[src/rtl/sub_sklansky_pipe.sv]
// Two-stage pipelined subtractor: d = a - b - bin computed as a + ~b + ~bin
// on a Sklansky prefix network, with valid/ready flow control on both sides.
module sub_sklansky_pipe #(
    parameter int unsigned WIDTH = 16
) (
    input  logic             clk,
    input  logic             reset_n,
    input  logic             in_valid,
    output logic             in_ready,
    input  logic [WIDTH-1:0] a,
    input  logic [WIDTH-1:0] b,
    input  logic             bin,
    output logic             out_valid,
    input  logic             out_ready,
    output logic [WIDTH-1:0] d,
    output logic             bout,
    output logic             ovf,
    output logic             zero
);

    localparam int unsigned LEVELS    = $clog2(WIDTH);
    localparam int unsigned S1_LEVELS = (LEVELS + 1) / 2;

    logic             cin;
    logic [WIDTH-1:0] g0, p0, g1, p1;
    logic             s1_valid;
    logic [WIDTH-1:0] s1_g, s1_p, s1_pb;
    logic             s1_cin, s1_amsb, s1_bmsb;
    logic [WIDTH-1:0] g2, p2, carry, sum;
    logic             adv2;

    assign adv2     = ~out_valid | out_ready;
    assign in_ready = reset_n & (~s1_valid | adv2);

    // Carry-in folds into bit 0's generate, so group G[i] is the carry out of bit i.
    always_comb begin
        cin   = ~bin;
        p0    = a ^ ~b;
        g0    = a & ~b;
        g0[0] = g0[0] | (p0[0] & cin);
        g1    = g0;
        p1    = p0;
        for (int unsigned k = 0; k < S1_LEVELS; k++) begin
            for (int unsigned i = 0; i < WIDTH; i++) begin
                if (((i >> k) & 1) != 0) begin
                    g1[i] = g1[i] | (p1[i] & g1[((i >> k) << k) - 1]);
                    p1[i] = p1[i] & p1[((i >> k) << k) - 1];
                end
            end
        end
    end

    always_ff @(posedge clk or negedge reset_n) begin
        if (!reset_n) begin
            s1_valid <= 1'b0;
            s1_g     <= '0;
            s1_p     <= '0;
            s1_pb    <= '0;
            s1_cin   <= 1'b0;
            s1_amsb  <= 1'b0;
            s1_bmsb  <= 1'b0;
        end else if (~s1_valid | adv2) begin
            s1_valid <= in_valid;
            if (in_valid) begin
                s1_g    <= g1;
                s1_p    <= p1;
                s1_pb   <= p0;
                s1_cin  <= cin;
                s1_amsb <= a[WIDTH-1];
                s1_bmsb <= b[WIDTH-1];
            end
        end
    end

    always_comb begin
        g2 = s1_g;
        p2 = s1_p;
        for (int unsigned k = S1_LEVELS; k < LEVELS; k++) begin
            for (int unsigned i = 0; i < WIDTH; i++) begin
                if (((i >> k) & 1) != 0) begin
                    g2[i] = g2[i] | (p2[i] & g2[((i >> k) << k) - 1]);
                    p2[i] = p2[i] & p2[((i >> k) << k) - 1];
                end
            end
        end
        carry = {g2[WIDTH-2:0], s1_cin};
        sum   = s1_pb ^ carry;
    end

    always_ff @(posedge clk or negedge reset_n) begin
        if (!reset_n) begin
            out_valid <= 1'b0;
            d         <= '0;
            bout      <= 1'b0;
            ovf       <= 1'b0;
            zero      <= 1'b0;
        end else if (adv2) begin
            out_valid <= s1_valid;
            if (s1_valid) begin
                d    <= sum;
                bout <= ~g2[WIDTH-1];
                ovf  <= (s1_amsb != s1_bmsb) && (sum[WIDTH-1] != s1_amsb);
                zero <= ~|sum;
            end
        end
    end

endmodule

[config.mk]
export PLATFORM = sky130hd
export DESIGN_NAME = sub_sklansky_pipe
export DESIGN_NICKNAME = d
export VERILOG_FILES = /design/src/rtl/sub_sklansky_pipe.sv
export SDC_FILE = /design/constraint.sdc
export NUM_CORES = 1
export LEC_CHECK = 0
export ABC_CLOCK_PERIOD_IN_PS = 2100
export CORE_MARGIN = 4
export CORE_UTILIZATION = 52
export CTS_CLUSTER_SIZE = 8
export DETAILED_ROUTE_END_ITERATION = 6
export GPL_TIMING_DRIVEN = 0
export PLACE_DENSITY = 0.85
export SETUP_SLACK_MARGIN = 0.2
export SYNTH_ARGS = -nofsm -noshare
export SYNTH_HDL_FRONTEND = slang
export SYNTH_SLANG_ARGS = --single-unit
export TNS_END_PERCENT = 100
[constraint.sdc]
create_clock -name clk -period 2.1 [get_ports clk]
set_clock_uncertainty 0.2 [all_clocks]
set_input_delay 0.525 -clock clk [delete_from_list [all_inputs] [get_ports clk]]
set_output_delay 0.525 -clock clk [all_outputs]
set_load 0.02 [all_outputs]
==> metrics.md <==
| Metric | Value |
|---|---|
| Status | finished with violations |
| Failing checks | negative hold slack |
| Initial DRC count | between 80 and 90 |
| Synth area leader | dfrtp_1 |
| Met2 routed WL | ~3600 um |
| Kind of critical path | primary input to output port |
| Fin crit period | ~1.9 ns |
| Final hold vios | 37 |
| Tightest Hold Check Type | primary input to asynchronous set/reset pin |
| DRC Markers | 0 |
| Number of flops mapped to enable cells by yosys | 0 |
| Rows | 27 |
| Netlist cell types | 37 |
| I/O Buffers | 57 |
| Dominant synthesized flop cell | dfrtp_1 |
| Area Growth Syn to Fin | 33.9% |
| Setup crit start kind | primary input |
| Num CTS Buffers | 9 |
| Worst Tran Pin Value | roughly 0.44 ns |
| Nets@finish | ~420 |
| Cell Area, Synth | between 3000 and 4000 um^2 |
| Drt first pass iters | 5 |
| I/O pin cnt | 58 |
| Syn Area/Cell | between 10 and 15 um^2 |
| Crit path max fanout | 39 |
| CP required | approximately 1.4 ns |
| WHS | -0.112 ns |
| H-tree depth | 3 |
| Flop-to-flop setup slack | about 0.27 ns |
| DR WL/cell | between 15 and 20 um |
| DR vias | ~2,400 |
| Synth warn | 0 |
| MaxCap Viol Count | 0 |
| Slew margin rel. | 0.707 |
| Largest net degree at the start of global routing | 40 |
| Post-route ant nets | 0 |
| Dominant cell by count in the synthesized netlist | dfrtp_1 |
| GRT Util Overall | 0.203 |
| Vias in the first global route | 2,484 |
| Finish-stage setup viols | 0 |
| Final HPWL DP | 4930 um |
| Synthesized instance count | about 280 |
| Max Used Layer | met4 |
| Fin crit share | 0.888 |
| #FFs+latches synth | between 60 and 70 |
| PD cells | around 900 nW/um^2 |
| Sequential area share after synthesis | 0.523 |
| Placed inst area | roughly 3800 um^2 |
| Die area | around 7300 um^2 |
| Worst-path clk slew | ~0.070 ns |
| Placer Congestion | 0.771 |
| Total Wirelength | approximately 6900 um |
| Met3 WL | approximately 280 um |
| Via-to-Cell Ratio | 5.48 |
| CTS Buffer Depth | 2 |
| Asr flop ratio synth | 1.00 |
| Slew Viols, Final | 0 |
| Fraction of layout cells with a size suffix above 1 | 0.247 |
| RSZ-0062 raised after global routing | true |
| M1 wire length | about 2900 um |
| Core ar. | between 5000 and 6000 um^2 |
| Most frequent cells after synthesis | dfrtp_1 (65), nand2_1 (34), mux2_2 (28) |
| Crit end category | output port |
| Yosys top cell area share | 0.523 |
| Filler Cells Inserted | 375 |
| Gr ovfl total | 0 |
| First-pass GRT wire length | 11,500 um |
| N_diodes | 0 |
| Top cells by area, synth | dfrtp_1 (52%), mux2_2 (10%), ha_1 (6.8%) |
| Clk_lat worst skew | between 0.3 and 0.4 ns |
| Leak Pwr | 1.95 nW |
| Maximum VDD drop | 581 uV |
| Fmax | 536 MHz |
| Design Area, Final | about 4200 um^2 |
| Mapped Nets | 338 |
| Clock sink total | 65 |
| Initial Utilization | 0.551 |
| Chip width | 85.3 um |
| CTS tree | done |
| CTS Root Cell | clkbuf_8 |
| Worst EP arrival | between 1 and 1.5 ns |
| Die height | about 85 um |
| Initial antenna violation count | 0 |
## per-stage QoR
stage               utilization  power (mW)  TNS (ns)  std cells  setup WS, ns
floorplan                     -        2.33         0        284         0.116
global placement          0.668        2.81   -122.06        413         -2.58
detailed placement        0.671        2.87    -12.99        414        -0.699
CTS                       0.709        3.66         0        429        0.0659
global route              0.738        3.95         0        436         0.144
finish                    0.738        3.77         0        436         0.234
## sequential cells by signal (all words and copies together), names as in the netlist
name,cells
s1_p,13
s1_g,16
zero,1
out_valid,1
s1_cin,1
d,16
ovf,1
s1_bmsb,1
s1_valid,1
bout,1
s1_amsb,1
s1_pb,12
## power by group
group / internal (mW) / switching, mW / leakage [nW]
combinational: 0.571 / 0.621 / 1.08
clock: 0.440 / 0.429 / 0.0782
sequential: 1.52 / 0.186 / 0.791
## layout by cell type, fill, tap and decap left out, drive strengths merged, types with 3 or more instances in the layout
cell / Yosys / final
a21o: 8 / 8
a21oi: 11 / 11
and2: 3 / 3
buf: 3 / 13
clkbuf: 6 / 23
clkdlybuf4s50: 0 / 26
dfrtp: 65 / 65
dlygate4sd2: 0 / 23
dlymetal6s2s: 0 / 3
ha: 17 / 17
inv: 20 / 20
mux2: 28 / 28
nand2: 35 / 35
nand2b: 7 / 7
nand3: 7 / 7
nand4: 4 / 4
nor2: 3 / 3
nor3: 3 / 3
o21a: 4 / 4
o21ai: 28 / 28
o31a: 3 / 3
o31ai: 3 / 3
xnor2: 4 / 4
xor2: 8 / 8
## layer usage
layer / global-route usage / up-vias
met1: 0.240 / 1170
met4: 0.0993 / 0
met3: 0.0291 / 17
li1: - / 1144
met5: 0 / -
met2: 0.360 / 59
## worst max-delay path, stage by stage
cell	delay (ns)
clkbuf_8	0.30
and2_1	0.19
buf_6	0.11
## cells by family (layout without fill, tap and decap cells)
family,after synthesis,after routing,synth area share
AOI/OAI and AO/OA,62,62,0.123
DFF,65,65,0.523
muxes,28,28,0.101
xor gates and xnor gates,12,12,0.0338
adders and majority gates,17,17,0.0684
and+or+nand+nor,71,71,0.114
buffers and inverters,29,109,0.0362
## path summary, 6_finish.rpt
kind	startpoint	end	cells past startpoint
worst max-delay path	reset_n	in_ready	3
worst min-delay path	reset_n	s1_g[6]	1
min in group clk	zero	zero	2
worst min register to register	zero	zero	2
max in group asynchronous	reset_n	s1_g[15]	2
worst max register to register	s1_g[7]	ovf	5
## layout make-up
class	instances	area (um^2)	share of cell area
Clock inverter	1	5.00	0.00120
Buffer	9	47.5	0.0114
Multi-Input combinational cell	190	1540	0.371
Timing Repair Buffer	67	627	0.151
Inverter	20	75.1	0.0180
Clock buffer	12	145	0.0349
Sequential cell	65	1630	0.391
Tap cell	72	90.1	0.0216
## what timing repair did
| item | in CTS | in global routing |
|---|---|---|
| resized for setup | 49 | 36 |
| endpoints found under the hold margin | 37 | 37 |
| setup endpoints to repair | 64 | 40 |
| pin swaps | 5 | 16 |
| gates cloned | 0 | 0 |
| buffers inserted | 2 | 7 |
Power figures use the tool's default switching activity.
==> patch 1, RTL diff (same settings) <==
Put one more register stage on the output `ovf`, without a reset. The value now appears one clock later. The other outputs are not delayed to match.
--- a/src/rtl/sub_sklansky_pipe.sv
+++ b/src/rtl/sub_sklansky_pipe.sv
@@ -22,2 +22,4 @@
     localparam int unsigned S1_LEVELS = (LEVELS + 1) / 2;
+
+    logic ovf_s0;
 
@@ -94,3 +96,3 @@
             bout      <= 1'b0;
-            ovf       <= 1'b0;
+            ovf_s0    <= 1'b0;
             zero      <= 1'b0;
@@ -101,3 +103,3 @@
                 bout <= ~g2[WIDTH-1];
-                ovf  <= (s1_amsb != s1_bmsb) && (sum[WIDTH-1] != s1_amsb);
+                ovf_s0 <= (s1_amsb != s1_bmsb) && (sum[WIDTH-1] != s1_amsb);
                 zero <= ~|sum;
@@ -107,2 +109,6 @@
 
+    always_ff @(posedge clk) begin
+        ovf <= ovf_s0;
+    end
+
 endmodule
Formal check against the unedited RTL: not equivalent (a bounded check fails within 4 cycles, from zero or initial values and one cycle with reset_n low).
==> patch 1 against the original RTL <==
The run still ends with hold timing left. Sequential cell count is 1 higher. Sequential share of layout area rose by 0.14 points. Setup slack got worse by 70 ps. Total power is 6.3% higher. First-iteration DRC count increased by 39%. Design area rose by 0.87%. Utilization grew 0.20 points. Largest power group unchanged. Routed wire length is 5.8% higher. Area after synthesis grew 0.64%.
==> patch 1: results (changes against the original RTL) <==
{
  "outcome": "finished with violations",
  "violations": "hold timing",
  "drt_pre_antenna_iters": {"value": 4, "change": "-1"},
  "asyncSetResetFlopFracSynth": {"value": 98.48, "unit": "%", "change": "-1.5 points"},
  "ys_top_cells_by_area": "sky130_fd_sc_hd__dfrtp_1 52%, sky130_fd_sc_hd__mux2_2 10%, sky130_fd_sc_hd__ha_1 6.8%",
  "routed_length_per_placed_instance": {"value": 16.79, "unit": "µm", "change": "+5.6%"},
  "via_density_per_instance": {"value": 5.481, "change": "about the same"},
  "hold_violation_total_from_the_final_report": {"value": 42, "change": "+14%"},
  "tightestPinTransition": {"value": 1026, "unit": "ps", "change": "+586.4 ps"},
  "worst_hold_slack": {"value": -74.70, "unit": "ps", "change": "+37.66 ps"},
  "grt_first_pass_wirelength": {"value": 11720, "unit": "µm", "change": "+1.7%"},
  "synth_fp_nets": {"value": 339, "change": "+0.30%"},
  "gp_congestion": {"value": 0.7514, "change": "-2.5%"},
  "synthXorXnorAreaFrac": {"value": 3.359, "unit": "%", "change": "-0.022 points"},
  "seq_area_frac_synth": {"value": 52.62, "unit": "%", "change": "+0.31 points"},
  "postPlaceCellArea": {"value": 3805, "unit": "µm²", "change": "+0.53%"},
  "vias_in_the_first_global_route": {"value": 2502, "change": "+0.72%"},
  "syn_inst": {"value": 285, "change": "+0.35%"},
  "number_of_placed_instances_with_taps_included": {"value": 415, "change": "+0.24%"},
  "leakagePower": {"value": 1.979, "unit": "nW", "change": "+1.5%"},
  "vdd_ir_drop_max": {"value": 526.8, "unit": "µV", "change": "-9.3%"},
  "synth_compound_gate_area_share": {"value": 12.20, "unit": "%", "change": "-0.079 points"},
  "fraction_of_the_mapped_netlist_area_in_adder_cells": {"value": 6.797, "unit": "%", "change": "-0.044 points"},
  "total_switching_power": {"value": 1.254, "unit": "mW", "change": "+1.5%"},
  "grt_start_max_net_pins": {"value": 44, "change": "+10%"},
  "yosysUniqueCellTypes": {"value": 38, "change": "+2.7%"},
  "cp_max_fo": {"value": 2, "change": "-95%"}
}
patch 1: cells by family (layout without fill, tap and decap cells):
| logic type | count (synthesis) | after routing |
|---|---|---|
| and+or+nand+nor | 71 | 71 |
| DFF | 66 | 66 |
| AOI/OAI and AO/OA | 62 | 62 |
| buffers and inverters | 29 | 109 |
| muxes | 28 | 28 |
| adders and majority gates | 17 | 17 |
| xor gates and xnor gates | 12 | 12 |
patch 1: worst max-delay path, stage by stage:
cell,delay [ps]
sky130_fd_sc_hd__clkdlybuf4s15_2,200
sky130_fd_sc_hd__ha_4,220
sky130_fd_sc_hd__nor2b_4,120
sky130_fd_sc_hd__o21a_1,210
sky130_fd_sc_hd__o21a_1,210
sky130_fd_sc_hd__o21a_1,180
sky130_fd_sc_hd__o31a_1,290
patch 1: power groups by stage:
stage	combinational [mW]	sequential, mW	clock, mW
after CTS	1.11	1.71	1.12
final	1.16	1.72	1.11
after global placement	1.12	1.72	0
after floorplan	0.503	1.86	0
after detailed placement	1.16	1.74	0
after global routing	1.26	1.76	1.18
patch 1: metal layers:
| metal | wire length (µm) | GRT usage (%) | part of all wire (%) |
|---|---|---|---|
| met4 | 180 | 8.058 | 2.5 |
| met5 | 0 | 0 | 0 |
| met1 | 2908 | 24.28 | 40 |
| met2 | 3907 | 36.44 | 53 |
| met3 | 340 | 4.227 | 4.6 |
patch 1: path summary, 6_finish.rpt:
kind | start | end | slack [ps] | cells past startpoint
max in group asynchronous | reset_n | s1_p[11] | 660 | 2
min reg2reg | ovf_s0 | ovf | 180 | 0
min | reset_n | d[6] | -70 | 2
max reg2reg | s1_g[7] | zero | 260 | 5
min in group clk | ovf_s0 | ovf | 180 | 0
max | a[0] | s1_g[3] | 160 | 7
patch 1: cell type report:
type	count	area, µm²
inverters	20	75.07
clock inverters	3	65.06
well taps	72	90.09
multi-input cells	190	1503
clock buffers	12	135.1
repair buffers	65	635.6
flip-flops and latches	66	1649
fillers	382	1476
plain buffers	9	46.29
patch 1: per-stage QoR:
step                      hold slack (ps)  TNS, ps  setup WS (ps)  power [mW]
after floorplan                     29.41        0          116.2       2.360
after global placement              151.0  -124270          -2600       2.840
after detailed placement            165.1   -12500         -727.9       2.898
after CTS                          -81.99        0          149.3       3.936
after global routing               -68.85        0          126.2       4.201
final                              -74.70        0          164.4       4.002
patch 1: timing repair:
action / 4_1_cts / 5_1_grt
pin swaps: 5 / 15
buffers inserted: 2 / 4
setup endpoints to repair: 61 / 38
gates resized for setup: 52 / 23
hold endpoints to repair: 23 / 42
==> patch 2, RTL diff (same settings) <==
Without the edit above. The parameter `WIDTH` goes from 16 to 8.
--- a/src/rtl/sub_sklansky_pipe.sv
+++ b/src/rtl/sub_sklansky_pipe.sv
@@ -3,3 +3,3 @@
 module sub_sklansky_pipe #(
-    parameter int unsigned WIDTH = 16
+    parameter int unsigned WIDTH = 8
 ) (
Ports: changed (resized a, b and d); port bits go from 58 to 34. No check against the original RTL was run, so the function may have changed too.
==> patch 2 against the original RTL <==
The flow still finishes with violations (hold timing). Routed wire length shrank 55%. Maximum frequency decreased by 1.7%. Cell count is 47% lower. Sequential cell count down 30. Largest cell class unchanged. Clock power shrank 60%. Total power shrank 51%. Area after synthesis down 47%. Worst hold slack got worse by 35 ps. Critical path depth increased by 1. Die area is 43% lower. Non-clock buffer count decreased by 36. Design area shrank 49%. Setup slack got worse by 32 ps. Largest power group unchanged.
==> patch 2: results (changes against the original RTL) <==
{
  "outcome": "finished with violations",
  "violations": "hold timing",
  "power_frac_seq": {"value": 48.9, "unit": "%", "change": "+3.6 points"},
  "drtIter0Drc": {"value": 43, "change": "-51%"},
  "utilization": {"value": 69.55, "unit": "%", "change": "-4.2 points"},
  "routed_length_per_placed_instance": {"value": 13.44, "unit": "µm", "change": "-16%"},
  "vias": {"value": 1185, "change": "-50%"},
  "layout_clock_buffers": {"value": 5, "change": "-7"},
  "dr_wl_met3": {"value": 161, "unit": "µm", "change": "-42%"},
  "cts_htree_levels": {"value": 2, "change": "-1"},
  "buf_share": {"value": 17.11, "unit": "%", "change": "+0.91 points"},
  "port_buffers": {"value": 33, "change": "-42%"},
  "n_all_buffers": {"value": 40, "change": "-47%"},
  "regToRegStartpoint": "s1_g[3]",
  "crit_family": "simple AND/OR/NAND/NOR gates",
  "gr-usage-all-layers": {"value": 17.37, "unit": "%", "change": "-3.0 points"},
  "worst_hold_slack": {"value": -147.4, "unit": "ps", "change": "-35.03 ps"},
  "via_density_per_instance": {"value": 5.108, "change": "-6.8%"},
  "power.density": {"value": 881.2, "unit": "nW/µm²", "change": "-2.6%"},
  "drt_pre_antenna_iters": {"value": 4, "change": "-1"},
  "hold_violation_total_from_the_final_report": {"value": 35, "change": "-5.4%"},
  "critical_path.reg2reg.endpoint": "zero",
  "gp_congestion": {"value": 0.8631, "change": "+12%"},
  "clk_root_buffer_cell": "sky130_fd_sc_hd__clkbuf_4",
  "mux_contribution_to_synthesized_area": {"value": 10.23, "unit": "%", "change": "+0.088 points"},
  "postPlaceCellArea": {"value": 2019, "unit": "µm²", "change": "-47%"},
  "multiInputGateArea": {"value": 724.4, "unit": "µm²", "change": "-53%"},
  "cts_num_sinks": {"value": 35, "change": "-46%"},
  "clkCellAreaFrac": {"value": 2.496, "unit": "%", "change": "-1.1 points"},
  "fillers": {"value": 223, "change": "-41%"},
  "yosys-top-cells-count": "35 x sky130_fd_sc_hd__dfrtp_1, 17 x sky130_fd_sc_hd__nand2_1, 14 x sky130_fd_sc_hd__mux2_1, 13 x sky130_fd_sc_hd__o21ai_1, 10 x sky130_fd_sc_hd__inv_1",
  "yosysUniqueCellTypes": {"value": 33, "change": "-11%"},
  "met1Wirelength": {"value": 1328, "unit": "µm", "change": "-53%"},
  "comb-power": {"value": 0.601, "unit": "mW", "change": "-49%"},
  "seq_area": {"value": 875.8, "unit": "µm²", "change": "-46%"},
  "route.met2.wl": {"value": 1521, "unit": "µm", "change": "-58%"},
  "multi_input_gate_share_of_the_layout_cell_area": {"value": 34.40, "unit": "%", "change": "-2.7 points"},
  "vdd_ir_drop_max": {"value": 411.3, "unit": "µV", "change": "-29%"},
  "globalRouteMet2Util": {"value": 28.00, "unit": "%", "change": "-8.0 points"}
}
patch 2: cell types whose count changed in the layout (fill, tap and decap cells not counted), moves of 5 or more:
cell / before / now
sky130_fd_sc_hd__buf_4: 9 / 4
sky130_fd_sc_hd__clkbuf_1: 6 / 0
sky130_fd_sc_hd__clkbuf_8: 11 / 0
sky130_fd_sc_hd__clkdlybuf4s50_1: 26 / 16
sky130_fd_sc_hd__dfrtp_1: 63 / 35
sky130_fd_sc_hd__dlygate4sd2_1: 23 / 14
sky130_fd_sc_hd__ha_4: 7 / 0
sky130_fd_sc_hd__inv_1: 16 / 10
sky130_fd_sc_hd__mux2_1: 0 / 13
sky130_fd_sc_hd__mux2_2: 27 / 0
sky130_fd_sc_hd__nand2_1: 34 / 17
sky130_fd_sc_hd__nand3_1: 7 / 2
sky130_fd_sc_hd__o21ai_0: 25 / 0
sky130_fd_sc_hd__o21ai_1: 3 / 13
